--- src/rtl/dca_matrix_store_row_writer.sv ---
// Store-side row writer: pops one matrix's tensor rows per instruction and
// issues one addressed memory write per row through a single-entry output register.
module dca_matrix_store_row_writer #(
  parameter int MATRIX_SIZE_PARA = 8,
  parameter int BW_TENSOR_SCALAR = 32,
  parameter int BW_ADDR          = 32
) (
  input  logic                                         clk,
  input  logic                                         rstnn,
  input  logic                                         clear,
  input  logic                                         enable,
  output logic                                         busy,
  input  logic                                         inst_wvalid,
  output logic                                         inst_wready,
  input  logic [BW_ADDR-1:0]                           inst_addr,
  input  logic [BW_ADDR-1:0]                           inst_stride,
  input  logic [$clog2(MATRIX_SIZE_PARA):0]            inst_num_row,
  input  logic                                         store_tensor_row_rready,
  output logic                                         store_tensor_row_rvalid,
  output logic                                         store_tensor_row_rlast,
  input  logic [MATRIX_SIZE_PARA*BW_TENSOR_SCALAR-1:0] store_tensor_row_rdata,
  output logic                                         mem_wvalid,
  input  logic                                         mem_wready,
  output logic [BW_ADDR-1:0]                           mem_waddr,
  output logic [MATRIX_SIZE_PARA*BW_TENSOR_SCALAR-1:0] mem_wdata,
  output logic                                         done
);

  localparam int unsigned BW_TENSOR_ROW = MATRIX_SIZE_PARA * BW_TENSOR_SCALAR;
  localparam int unsigned BW_NUM_ROW    = $clog2(MATRIX_SIZE_PARA) + 1;
  localparam logic [BW_NUM_ROW-1:0] MAX_ROW = BW_NUM_ROW'(MATRIX_SIZE_PARA);

  typedef enum logic [1:0] {
    S_IDLE  = 2'd0,
    S_RUN   = 2'd1,
    S_DRAIN = 2'd2,
    S_DONE  = 2'd3
  } state_t;

  state_t                   r_state;
  logic                     r_mem_wvalid;
  logic [BW_ADDR-1:0]       r_mem_waddr;
  logic [BW_TENSOR_ROW-1:0] r_mem_wdata;
  logic [BW_ADDR-1:0]       r_cur_addr;
  logic [BW_ADDR-1:0]       r_stride;
  logic [BW_NUM_ROW-1:0]    r_num_row;
  logic [BW_NUM_ROW-1:0]    r_row_cnt;

  logic                     w_accept;
  logic                     w_hs;
  logic                     w_pop;
  logic                     w_last;
  logic [BW_NUM_ROW-1:0]    w_num_row_eff;

  // Requests beyond the matrix size are clamped to a full matrix.
  assign w_num_row_eff = (inst_num_row > MAX_ROW) ? MAX_ROW : inst_num_row;

  assign inst_wready = rstnn & ~clear & enable & (r_state == S_IDLE);
  assign w_accept    = inst_wvalid & inst_wready;
  assign w_hs        = r_mem_wvalid & mem_wready;
  // A pop needs room in the output register, either empty or draining this cycle.
  assign w_pop       = rstnn & ~clear & enable & (r_state == S_RUN) &
                       store_tensor_row_rready & (~r_mem_wvalid | mem_wready);
  assign w_last      = (r_row_cnt == (r_num_row - BW_NUM_ROW'(1)));

  assign store_tensor_row_rvalid = w_pop;
  assign store_tensor_row_rlast  = w_pop & w_last;
  assign busy                    = rstnn & (r_state != S_IDLE);
  assign done                    = rstnn & ~clear & (r_state == S_DONE);
  assign mem_wvalid              = r_mem_wvalid;
  assign mem_waddr               = r_mem_waddr;
  assign mem_wdata               = r_mem_wdata;

  always_ff @(posedge clk) begin
    if (!rstnn) begin
      r_state      <= S_IDLE;
      r_mem_wvalid <= 1'b0;
      r_mem_waddr  <= '0;
      r_mem_wdata  <= '0;
      r_cur_addr   <= '0;
      r_stride     <= '0;
      r_num_row    <= '0;
      r_row_cnt    <= '0;
    end else if (clear) begin
      r_state      <= S_IDLE;
      r_mem_wvalid <= 1'b0;
      r_row_cnt    <= '0;
    end else begin
      // Output register: a pop reloads it even when a handshake drains it.
      if (w_pop) begin
        r_mem_wvalid <= 1'b1;
        r_mem_waddr  <= r_cur_addr;
        r_mem_wdata  <= store_tensor_row_rdata;
        r_cur_addr   <= r_cur_addr + r_stride;
        r_row_cnt    <= r_row_cnt + BW_NUM_ROW'(1);
      end else if (w_hs) begin
        r_mem_wvalid <= 1'b0;
      end

      case (r_state)
        S_IDLE: begin
          if (w_accept) begin
            r_cur_addr <= inst_addr;
            r_stride   <= inst_stride;
            r_num_row  <= w_num_row_eff;
            r_row_cnt  <= '0;
            r_state    <= (w_num_row_eff == '0) ? S_DONE : S_RUN;
          end
        end
        S_RUN: begin
          if (w_pop && w_last) r_state <= S_DRAIN;
        end
        S_DRAIN: begin
          if (enable && (!r_mem_wvalid || mem_wready)) r_state <= S_DONE;
        end
        S_DONE: begin
          if (enable) r_state <= S_IDLE;
        end
        default: r_state <= S_IDLE;
      endcase
    end
  end

endmodule

--- config.mk ---
export PLATFORM = sky130hd
export DESIGN_NAME = dca_matrix_store_row_writer
export DESIGN_NICKNAME = d
export VERILOG_FILES = /design/src/rtl/dca_matrix_store_row_writer.sv
export SDC_FILE = /design/constraint.sdc
export NUM_CORES = 1
export LEC_CHECK = 0
export CAP_MARGIN = 40
export CORE_AREA = 3 3 240 242
export DETAILED_ROUTE_END_ITERATION = 8
export DIE_AREA = 0 0 243 245
export PLACE_DENSITY_LB_ADDON = 0.3
export SLEW_MARGIN = 20
export SYNTH_ARGS = -nofsm -noshare
export SYNTH_HDL_FRONTEND = slang
export SYNTH_SLANG_ARGS = --single-unit
--- constraint.sdc ---
create_clock -name clk -period 4.3 [get_ports clk]
set_input_delay 0.86 -clock clk [delete_from_list [all_inputs] [get_ports clk]]
set_output_delay 0.86 -clock clk [all_outputs]
set_load 0.02 [all_outputs]
==> results of run 1 <==
through the flow:
step | area (um2) | utilization | power, mW | std cells | setup slack [ps]
floorplan | 15400 | - | 3.64 | 1855 | 1310
global route | 23600 | 0.427 | 7.85 | 3193 | 261
CTS | 23600 | 0.427 | 7.68 | 3193 | 332
global placement | 22200 | 0.402 | 4.02 | 3116 | 351
finish | 23600 | 0.427 | 7.56 | 3194 | 368
detailed placement | 22300 | 0.402 | 4.02 | 3118 | 337
area by class of cell:
class,count,share of cell area
Clock inverter,15,0.00603
Inverter,12,0.00222
Timing Repair Buffer,645,0.275
Sequential cell,363,0.307
Clock buffer,60,0.0525
Antenna cell,1,0.000106
Tap cell,748,0.0396
Multi-Input combinational cell,1350,0.318
routing by layer:
layer,routed length [um],global-route usage
met3,4230,0.0516
met2,26800,0.307
met4,1570,0.0598
met1,23200,0.217
met5,40,0
power by group through the flow:
stage / clock (mW) / sequential (mW) / combinational (mW)
finish: 3.61 / 3.40 / 0.547
detailed placement: 0 / 3.48 / 0.546
global placement: 0 / 3.48 / 0.543
global route: 3.87 / 3.40 / 0.586
CTS: 3.73 / 3.40 / 0.550
floorplan: 0 / 3.48 / 0.168
state kept, by name, summed over array words and instances (netlist names):
register and cells:
mem_wdata 256, mem_waddr 32, r_cur_addr 32, r_stride 32
r_num_row 4, r_row_cnt 4, r_state 2, mem_wvalid 1
critical path, cell delays in order:
cell and delay, ps:
clkdlybuf4s50_1 630, nand2b_1 190, nand2_1 60, or2_4 280
inv_8 60, nand3_1 70, nor3_2 230, clkdlybuf4s50_1 700
logic make-up after synthesis:
kind of cell,Yosys count,synth area share
xor+xnor,36,0.0205
fa+ha+maj,38,0.0314
simple gates,785,0.201
buf+inv,142,0.0388
mux,5,0.00342
compound gates,486,0.232
flops,363,0.473
path summary, 6_finish.rpt:
path,startpoint,endpoint,slack [ps],cells after the start
worst max-delay path,mem_wready,store_tensor_row_rlast,370,8
worst min-delay path,mem_wdata[219]$_SDFFE_PN0P_,mem_wdata[219]$_SDFFE_PN0P_,460,2
worst max register to register,r_cur_addr[0]$_SDFFE_PN0N_,r_cur_addr[30]$_SDFFE_PN0N_,1270,10
worst min register to register,mem_wdata[219]$_SDFFE_PN0P_,mem_wdata[219]$_SDFFE_PN0P_,460,2
layout by cell type (no fill, tap or decap), drive strengths merged, types with 4 or more instances in the layout:
| cell type | n |
|---|---|
| nand2 | 710 |
| clkdlybuf4s50 | 623 |
| dfxtp | 363 |
| a21boi | 328 |
| clkbuf | 61 |
| a21oi | 40 |
| ha | 37 |
| o21ai | 36 |
| xnor2 | 21 |
| buf | 21 |
| nor2 | 18 |
| a22o | 17 |
| xor2 | 15 |
| inv | 14 |
| a21o | 13 |
| nand3 | 11 |
| nor2b | 10 |
| nand4 | 8 |
| o211ai | 8 |
| o21a | 7 |
| clkinv | 7 |
| a222oi | 6 |
| a31oi | 5 |
| nor3 | 5 |
| o211a | 4 |
| clkinvlp | 4 |
| and2 | 4 |
==> out/metrics.yaml, run 1 <==
synth:
  ys_ff_latch: 363
  yosysMostFrequentCell: "nand2_1"
  ys_async_sr_fraction: 0
  syn-cell-area_mm2: 0.0154
  ys_seq_area_frac: 0.473
  synth_cell_types: 66
  synthFlopType: "dfxtp_1"
  syn_nets: 2224
  synth_common_cells: "nand2_1 (709), dfxtp_1 (363), a21boi_0 (328), clkbuf_1 (85), a21oi_1 (39)"
  synth_edf_count: 0
  synth_area_leaders: "dfxtp_1 (47%), nand2_1 (17%), a21boi_0 (16%), ha_1 (3.0%), clkbuf_1 (2.1%)"
  yosys.area.top_type: "dfxtp_1"
  yosysWarnings: 0
  avgSynthCellArea_um2: 8.29
  synthCells: 1855
  synth_top_area_frac: 0.473
timing:
  fmax_mhz: 254
  tns_ps: 0
  skew_ps: 9.54
  tightest_slew_ps: 999
  rsz0062_at_grt: "false"
  hold_viol: 0
  hold-worst-slack_ps: 459
  slew_headroom: 0.334
  fin_crit_ps: 3930
  setup_viol: 0
  finalMaxSlewViolations: 0
  fin_crit_sh: 0.914
global_routing:
  grt_antenna_before_repair: 4
  grt_overflow_total: 0
  grt_start_max_net_pins: 222
  track_usage: 0.180
  grt_pass1_vias: 14645
  grt_pass1_wl_um: 85700
power:
  comb_power_share: 0.072
  total_leakage_power_nw: 8.08
  pwr-share-seq: 0.450
  pwr-share-clk: 0.477
  p_per_area_mw_per_mm2: 320
  swShare: 0.222
  p_sw_mw: 1.68
  ir_drop_uv: 272
  internal-power_mw: 5.88
critical_path:
  path_class: "in2out"
  arrival_ps: 3070
  cp.required_ps: 3440
  crit_path_end_kind: "primary output"
  cp-start-kind: "input pin"
  cp_max_fo: 4
clocking:
  cts_buffers: 43
  postCtsSetupBuffers: 0
  clk_pin_slew_ps: 60
  clockBufferDepth: 3
  clock-root-buffer: "clkbuf_16"
  cts_hold_buf: 0
  cts.repair.resized: 0
  h-tree-depth: 2
  clk_latency_ps: 550
  cts.sinks: 363
  cts_tree: "done"
routing:
  drt_pre_antenna_iters: 5
  postRouteAntennaNets: 0
  via_count: 14792
  wl_per_cell_um: 17.5
  drt_first_iter_violations: 709
  finalWirelength_um: 55900
  drc_errors: 0
  vias_per_cell: 4.63
floorplan:
  core_mm2: 0.0553
  rows: 86
  top_level_ports: 625
  chipWidth_um: 243
  start_util: 0.278
  die_y_um: 245
  dieArea_mm2: 0.0595
place:
  place.gp.congestion: 0.914
  port_buffers: 624
  dp_hpwl_um: 41200
cells_and_area:
  syn_to_final_growth_pct: 53.8
  seq_area_mm2: 0.00727
  fin_nets: 2784
  fill_cells: 5554
  multiInputGateArea_mm2: 0.00751
  drive_gt1_frac: 0.0421
job:
  maxCapViolCount: 0
worst_hold_path:
  hp-class: "reg2reg"
outcome:
  status: "completed"
Power figures use the tool's default switching activity.
==> run 2, diff against run 1 <==
- ABC_CLOCK_PERIOD_IN_PS: not set -> 4300
==> results of run 2 <==
Final layout, timing and power as in run 1 (identical DEF).
==> run 3, diff against run 2 <==
- ABC_AREA: not set -> 1
- CORE_AREA: 3 3 240 242 -> 3 3 239 241
- DIE_AREA: 0 0 243 245 -> 0 0 242 244
==> run 3 against run 2 <==
Against the previous run:
- via count up 6.9%
- clock skew rose by 2.6 ps
- utilization fell by 0.30 points
- critical endpoint is now store_tensor_row_rvalid
- worst setup slack better by 380 ps
- first-iteration DRC count increased by 35%
==> out/metrics.yaml, run 3 <==
floorplan:
  top_level_ports: 625  # unchanged
  core_mm2: 0.0551  # -0.39%
  dieArea_mm2: 0.0590  # -0.82%
  die_y_um: 244  # -0.41%
  chipWidth_um: 242  # -0.41%
  start_util: 0.275  # -0.00255
  rows: 86  # unchanged
synth:
  synth_edf_count: 0  # unchanged
  synthCells: 2106  # +14%
  synth_cell_types: 41  # -38%
  syn-cell-area_mm2: 0.0152  # -1.3%
  ys_ff_latch: 363  # unchanged
  synthSimpleGateAreaFrac: 0.263  # +0.0612
  synth_common_cells: "nor2_1 (723), dfxtp_1 (363), o21ai_0 (349), nand2_1 (220), inv_1 (104)"
  synth_top_family_by_area: "simple AND/OR/NAND/NOR gates"
  synthFlopType: "dfxtp_1"
  yosys.area.top_type: "dfxtp_1"
  ys_seq_area_frac: 0.479  # +0.00624
  ys_async_sr_fraction: 0  # unchanged
  avgSynthCellArea_um2: 7.20  # -13%
  syn_nets: 2475  # +11%
  synth_top_area_frac: 0.479  # +0.00624
  synthAdderAreaFrac: 0.0318  # +0.000415
  yosysWarnings: 0  # unchanged
  synth-xor-area-share: 0.00924  # -0.0113
  synth-compound-area-share: 0.154  # -0.0779
  yosysMostFrequentCell: "nor2_1"
  synth_area_leaders: "dfxtp_1 (48%), nor2_1 (18%), o21ai_0 (12%), nand2_1 (5.4%), ha_1 (3.1%)"
  synthMuxAreaShare: 0  # -0.00342
critical_path:
  cp_max_fo: 22  # +18
  cp.required_ps: 3440  # about the same
  crit_path_end_kind: "primary output"
  path_class: "in2out"
  arrival_ps: 2690  # -380 ps
  cp-start-kind: "input pin"
place:
  place_inst: 3371  # +8.1%
  port_buffers: 624  # unchanged
  pre_cts_slack_ps: 749  # +412 ps
  dp_hpwl_um: 44900  # +9.1%
  place.gp.congestion: 0.963  # +5.3%
timing:
  fin_crit_ps: 3550  # -382 ps
  rsz0062_at_grt: "false"
  fin_crit_sh: 0.825  # -0.0889
  hold_viol: 0  # unchanged
  tightest_slew_ps: 897  # -102 ps
  finalMaxSlewViolations: 0  # unchanged
  tns_ps: 0  # unchanged
  skew_ps: 12.2  # +2.65 ps
  slew_headroom: 0.402  # +0.0678
  final.setup.worst_slack_ps: 750  # +382 ps
  fmax_mhz: 282  # +11%
  setup_viol: 0  # unchanged
global_routing:
  grt_antenna_before_repair: 10  # +6
  grt_pass1_wl_um: 91800  # +7.0%
  track_usage: 0.195  # +0.0153
  grt_overflow_total: 0  # unchanged
  grt_start_max_net_pins: 209  # -5.9%
  grt_pass1_vias: 15298  # +4.5%
cells_and_area:
  final_common_cell: "nor2_1"
  largest_reg_flops: 256  # unchanged
  fin_nets: 3037  # +9.1%
  layout_common_cells: "nor2_1 (723), clkdlybuf4s50_1 (622), dfxtp_1 (363)"
  drive_gt1_frac: 0.0374  # -0.00468
  instances_no_fill: 3446  # +7.9%
  syn_to_final_growth_pct: 54.2
power:
  ir_drop_uv: 225  # -17%
  total_leakage_power_nw: 8.86  # +9.6%
  p_per_area_mw_per_mm2: 329  # +3.1%
routing:
  via_count: 15816  # +6.9%
  postRouteAntennaNets: 0  # unchanged
  met1Wirelength_um: 26300  # +13%
  drt_first_iter_violations: 956  # +35%
  finalWirelength_um: 60200  # +7.6%
  routed.top_layer: "met5"
  vias_per_cell: 4.59  # -0.90%
  drt_pre_antenna_iters: 5  # unchanged
  drc_errors: 0  # unchanged
  wl_met2_um: 27900  # +4.1%
  wl_per_cell_um: 17.5  # -0.23%
  wl_met3_um: 4460  # +5.5%
clocking:
  clk_latency_ps: 560  # about the same
  clk_pin_slew_ps: 60  # about the same
  cts.repair.resized: 0  # unchanged
  postCtsSetupBuffers: 0  # unchanged
  clock-root-buffer: "clkbuf_16"
  clockBufferDepth: 3  # unchanged
  cts_hold_buf: 0  # unchanged
  cts.sinks: 363  # unchanged
  cts_tree: "done"
  cts_buffers: 42  # -2.3%
  h-tree-depth: 2  # unchanged
job:
  maxCapViolCount: 0  # unchanged
worst_hold_path:
  hp-class: "reg2reg"
outcome:
  status: "completed"
## run 3: cell types whose count changed after synthesis, sizes merged, moves of 11 or more
cell    before  now
nor2        18  727
o21ai       36  350
clkbuf      86   71
a22oi        2   19
inv         12  107
a22o        17    0
a21boi     328    0
xnor2       21   10
nand3       11   47
nand2      710  223
## run 3: layout make-up
type	instances	area, um2
Antenna cell	1	2.50
Clock buffer	61	1230
Clock inverter	12	149
Fill cell	5553	31700
Inverter	108	415
Multi-Input combinational cell	1512	6950
Sequential cell	363	7270
Tap cell	748	936
Timing Repair Buffer	641	6430
## run 3: stage by stage
step,hold WS [ps],instance area [um2],utilization,power (mW)
after floorplan,448,15200,-,3.73
after global placement,461,22000,0.399,4.13
after detailed placement,470,22000,0.399,4.14
after CTS,484,23400,0.424,7.81
after global routing,501,23400,0.424,8.01
final,480,23400,0.424,7.70
## run 3: worst max-delay path: stages
cell,delay [ps]
clkdlybuf4s50_1,530
nor2_8,170
nand2_2,100
nor2_4,150
nand2_8,70
inv_8,140
clkdlybuf4s50_1,640
## run 3: logic make-up after synthesis
kind of cell | count (synthesis)
DFF | 363
AOI/OAI and AO/OA | 438
adders and majority gates | 38
and+or+nand+nor | 1020
xor gates and xnor gates | 16
buffers and inverters | 231
## run 3: report_power, final
part	switching, mW	internal [mW]
sequential	0.0271	3.40
combinational	0.269	0.372
clock	1.47	2.17
total	1.77	5.94
## run 3: metal layers
metal	track usage	up-vias
met5	0	-
met4	0.0492	12
li1	-	7886
met3	0.0527	103
met2	0.324	554
met1	0.252	7261
## run 3: final timing paths
check | depth (start not counted) | slack, ps | startpoint | endpoint
setup / recovery | 7 | 750 | clear | store_tensor_row_rvalid
hold / removal | 2 | 480 | mem_wdata[222]$_SDFFE_PN0P_ | mem_wdata[222]$_SDFFE_PN0P_
setup reg to reg | 11 | 1940 | r_state[1]$_SDFFE_PP0P_ | r_row_cnt[3]$_SDFF_PP0_
hold reg to reg | 2 | 480 | mem_wdata[222]$_SDFFE_PN0P_ | mem_wdata[222]$_SDFFE_PN0P_
==> patch 1, RTL diff (settings of run 3) <==
Change the parameter `BW_ADDR` from 32 to 64.
--- a/src/rtl/dca_matrix_store_row_writer.sv
+++ b/src/rtl/dca_matrix_store_row_writer.sv
@@ -5,3 +5,3 @@
   parameter int BW_TENSOR_SCALAR = 32,
-  parameter int BW_ADDR          = 32
+  parameter int BW_ADDR          = 64
 ) (
Interface: changed (resized inst_addr, inst_stride and mem_waddr); port bits go from 625 to 721. The function was not compared with the original's and may differ.
==> patch 1 against run 3 <==
Wire length rose by 63%; synthesized area up 45%; fmax down 4.1%; power rose by 29%; cell area grew 35%; sequential cell count increased by 96; clock power is 28% higher; worst setup slack got worse by 0.15 ns; critical path type unchanged; critical endpoint unchanged; largest power group unchanged.
==> patch 1: results (changes against run 3) <==
Net Count, Synth: 3766 (was 2475)
Grt met2 use: 51.4% (was 32.4%)
Commonest register cell after synthesis: dfxtp_1 (unchanged)
GRT Util Overall: 31.8% (was 19.5%)
Met3 WL: 9890 microns (was 4460 microns)
CP arrival: 2.84 ns (was 2.69 ns)
Postcts setup bufs: 0 (unchanged)
Worst-path clk slew: 0.06 ns (about the same)
Post-Place Cell Area: 29600 sq um (was 22000 sq um)
Via count: 23700 (was 15800)
Routability cong.: 1.02 (was 0.963)
Skew-Pair Late Insertion Delay: 0.60 ns (was 0.56 ns)
Final setup violation count: 0 (unchanged)
Post-synthesis sequential area ratio: 41.8% (was 47.9%)
Tightest Pin Transition: 1.12 ns (was 0.897 ns)
Cts repair resizes: 0 (unchanged)
Share of post-route cells with drive strength above 1: 3.30% (was 3.74%)
Pre-antenna DRT Iters: 5 (unchanged)
Global-route wire length before repair: 142000 microns (was 91800 microns)
YS warnings: 0 (unchanged)
GR Util met3: 9.91% (was 5.27%)
Final HPWL DP: 77300 microns (was 44900 microns)
IO buf count: 720 (was 624)
Final net count: 4398 (was 3037)
Met1 wire length: 39900 microns (was 26300 microns)
Clock Skew: 0.0260 ns (was 0.0122 ns)
Initial drt markers: 1864 (was 956)
Slowest stage cell on the critical path: clkdlybuf4s50_1 (unchanged)
Status: completed (unchanged)
Crit path largest cell delay: 0.60 ns (was 0.64 ns)
Pin count of the biggest net entering global routing: 199 (was 209)
Dpl cells: 4627 (was 3371)
Non-Filler Instances: 4745 (was 3446)
Met2 Wirelength: 44500 microns (was 27900 microns)
Drt total wl: 98200 microns (was 60200 microns)
Reg-to-reg slack, setup: 1.53 ns (was 1.94 ns)
Initial antenna violation count: 41 (was 10)
Vias in the first global route: 21700 (was 15300)
Cts bufs inserted: 50 (was 42)
Critical path's top delay family: buffers and inverters (unchanged)
Met1 GRT Util: 40.2% (was 25.2%)
Max reg flops: 256 (unchanged)
Min Tclk post-route: 3.70 ns (was 3.55 ns)
Syn_area_per_cell: 6.66 sq um (was 7.20 sq um)
Synth top area cells: dfxtp_1 42%, nor2_1 16%, nand2_1 10% (was dfxtp_1 48%, nor2_1 18%, o21ai_0 12%)
Worst IR drop on VDD: 0.333 mV (was 0.225 mV)
Leakage: 0.0129 uW (was 0.00886 uW)
Commonest cells post-synth: 947 x nor2_1, 602 x nand2_1, 459 x dfxtp_1 (was 723 x nor2_1, 363 x dfxtp_1, 349 x o21ai_0)
Maximum fanout along the worst path: 30 (was 22)
WHS: 0.478 ns (was 0.480 ns)
Yosys cell types: 37 (was 41)
Hold Crit Class: reg -> reg (unchanged)
Worst slack at placement: 0.592 ns (was 0.749 ns)
patch 1: cell count changes after synthesis, moves of 8 or more:
cell,run 3,this run
o211ai_1,6,24
inv_1,104,281
a22oi_1,19,27
dfxtp_1,363,459
xnor2_1,10,24
nand3_1,47,92
nor2_1,723,947
clkbuf_1,71,89
o21ai_0,349,415
a21oi_1,47,105
o21bai_1,4,17
ha_1,37,69
buf_4,4,26
nand2_1,220,602
patch 1: area by class of cell:
class	instances	area, sq um
Timing Repair Buffer	743	7540
Antenna cell	23	57.6
Clock inverter	24	317
Multi-Input combinational cell	2394	11000
Tap cell	748	936
Clock buffer	69	1490
Sequential cell	459	9190
Fill cell	5362	23500
Inverter	285	1080
patch 1: cell families (layout without fill, tap and decap cells):
family                     count (synthesis)  after routing  share of synthesized area [%]
and+or+nand+nor                         1688           1688                           29.8
AOI/OAI and AO/OA                        603            603                           14.6
DFF                                      459            459                           41.8
buffers and inverters                    448           1121                           8.40
adders and majority gates                 70             70                           4.02
xor gates and xnor gates                  33             33                           1.31
other                                      0             23                              0
patch 1: power breakdown:
group          total, uW  leakage, uW  switching (uW)  internal [uW]
sequential          4360      0.00370            47.3           4310
combinational        897      0.00825             411            486
clock               4660     0.000894            1870           2790
patch 1: path summary, 6_finish.rpt:
check                                                  from                          end  depth (start not counted)
worst min-delay path            mem_wdata[110]$_SDFFE_PN0P_  mem_wdata[110]$_SDFFE_PN0P_                          2
worst max-delay path                                  clear      store_tensor_row_rvalid                          6
worst min register to register  mem_wdata[110]$_SDFFE_PN0P_  mem_wdata[110]$_SDFFE_PN0P_                          2
worst max register to register   r_cur_addr[0]$_SDFFE_PN0N_  r_cur_addr[38]$_SDFFE_PN0N_                         14
==> patch 2, RTL diff (settings of run 3) <==
Without the edit above. Make the reset (`rstnn`) asynchronous in one clocked block.
--- a/src/rtl/dca_matrix_store_row_writer.sv
+++ b/src/rtl/dca_matrix_store_row_writer.sv
@@ -73,3 +73,3 @@
 
-  always_ff @(posedge clk) begin
+  always_ff @(posedge clk or negedge rstnn) begin
     if (!rstnn) begin
Check against the original RTL: differs if rstnn is asserted again (counterexample within 4 cycles, from zero or initial values and one cycle with rstnn low); with rstnn held inactive, the same outputs for 4 cycles.
==> patch 2 against run 3 <==
Count of clock-buffer cells in the layout increased by 3; sequential cell count unchanged; fmax decreased by 2.4%; worst setup slack got worse by 0.086 ns; critical path depth increased by 1; final cell count increased by 2.1%; wire length decreased by 0.85%; synthesized area increased by 9.5%; worst hold slack got worse by 0.32 ns; cell area increased by 6.8%.
Power is not compared: it rests on default switching activity, and its combinational part moved more than twofold at a synthesized area within 25%.
==> patch 2: results (changes against run 3) <==
Tightest Pin Transition: 1.14 ns (was 0.897 ns)
Vias per Instance: 4.44 (was 4.59)
Final HPWL DP: 44400 microns (was 44900 microns)
Critical path endpoint: store_tensor_row_rlast (was store_tensor_row_rvalid)
RR Startpoint: r_state[1]$_DFFE_PN0P_ (was r_state[1]$_SDFFE_PP0P_)
Net Count, Synth: 2503 (was 2475)
Synth Area in Compound Gates: 2.43% (was 15.4%)
Worst slack at placement: 0.666 ns (was 0.749 ns)
Dpl cells: 3433 (was 3371)
Cts bufs inserted: 43 (was 42)
Post-synthesis sequential area ratio: 54.7% (was 47.9%)
Wire length per cell: 17.0 microns (was 17.5 microns)
Final net count: 3100 (was 3037)
Reg-to-reg slack, setup: 1.57 ns (was 1.94 ns)
Clock Skew: 0.0182 ns (was 0.0122 ns)
GRT Util Overall: 19.6% (was 19.5%)
Adder-cell share of the synthesized area: 2.91% (was 3.18%)
Non-Filler Instances: 3517 (was 3446)
R2R Path End: mem_wdata[34]$_DFFE_PN0P_ (was r_row_cnt[3]$_SDFF_PP0_)
CP arrival: 2.78 ns (was 2.69 ns)
FF-to-FF path depth: 10 (was 11)
Fill count: 5447 (was 5553)
Pin count of the biggest net entering global routing: 186 (was 209)
YS warnings: 0 (unchanged)
Hold Crit Class: in -> async (was reg -> reg)
Commonest register cell after synthesis: dfrtp_1 (was dfxtp_1)
Initial drt markers: 990 (was 956)
Share of post-route cells with drive strength above 1: 3.73% (was 3.74%)
Leakage: 0.0127 uW
Commonest cells post-synth: 1272 x nand2_1, 363 x dfrtp_1, 127 x inv_1 (was 723 x nor2_1, 363 x dfxtp_1, 349 x o21ai_0)
Syn_area_per_cell: 7.78 sq um (was 7.20 sq um)
Worst-path clk slew: 0.05 ns
Global-route wire length before repair: 91900 microns (was 91800 microns)
Crit path largest cell delay: 0.60 ns (was 0.64 ns)
Routability cong.: 0.908 (was 0.963)
Post-Place Cell Area: 23500 sq um (was 22000 sq um)
Reg area: 9080 sq um (was 7270 sq um)
Area share of xor/xnor cells in the synthesized design: 0.580% (was 0.924%)
Initial antenna violation count: 11 (was 10)
Post-synth ARST share: 100% (was 0%)
Status: completed (unchanged)
Maximum fanout along the worst path: 14 (was 22)
Crit. Startpoint: clear (unchanged)
Yosys cell types: 37 (was 41)
## patch 2: cell count changes in the layout (fill, tap and decap cells not counted), moves of 23 or more
cell and delta:
dfxtp_1 -363, dfrtp_1 +363, o21ai_0 -340, nor2_1 -654, nand2_1 +1051, inv_1 +23
## patch 2: how the worst min path moves through the flow
stage                                 endpoint  slack, ns  cells past startpoint
floorplan              r_stride[0]$_DFFE_PN0P_       0.45                      2
global placement     mem_wdata[68]$_DFFE_PN0P_       0.46                      2
detailed placement  mem_wdata[101]$_DFFE_PN0P_       0.46                      2
CTS                 mem_wdata[206]$_DFFE_PN0P_       0.13                      1
global route        mem_wdata[216]$_DFFE_PN0P_       0.15                      1
finish                mem_wdata[5]$_DFFE_PN0P_       0.16                      1
## patch 2: where the power goes
group | switching [uW] | internal [uW] | leakage, uW
Combinational | 5080 | 3900 | 0.00733
Sequential | 954 | 4950 | 0.00468
Clock | 1460 | 2250 | 0.000713
Total | 7500 | 11100 | 0.0127
## patch 2: final cells by class
type	count	area share [%]
flip-flops and latches	363	36.4
inverters	130	1.98
diodes	7	0.0702
multi-input cells	1556	26.2
clock buffers	64	5.16
repair buffers	637	25.8
well taps	748	3.75
clock inverters	12	0.636
## patch 2: cells by family (layout without fill, tap and decap cells)
kind of cell    count (synthesis)  count (layout)
compound gates                 73              73
xor+xnor                       11              11
fa+ha+maj                      38              38
buf+inv                       215             843
flops                         363             363
other cells                     0               7
simple gates                 1434            1434
## patch 2: routing by layer
metal  share of wire [%]  GRT usage [%]
met5               0.082              0
met4                 3.3           6.67
met3                 7.9           5.76
met2                  49           33.6
met1                  40           23.6
## patch 2: worst max-delay path, delay by kind of cell
| kind | cells | cell delay (ns) |
|---|---|---|
| and+or+nand+nor | 4 | 0.57 |
| buffers and inverters | 4 | 1.34 |
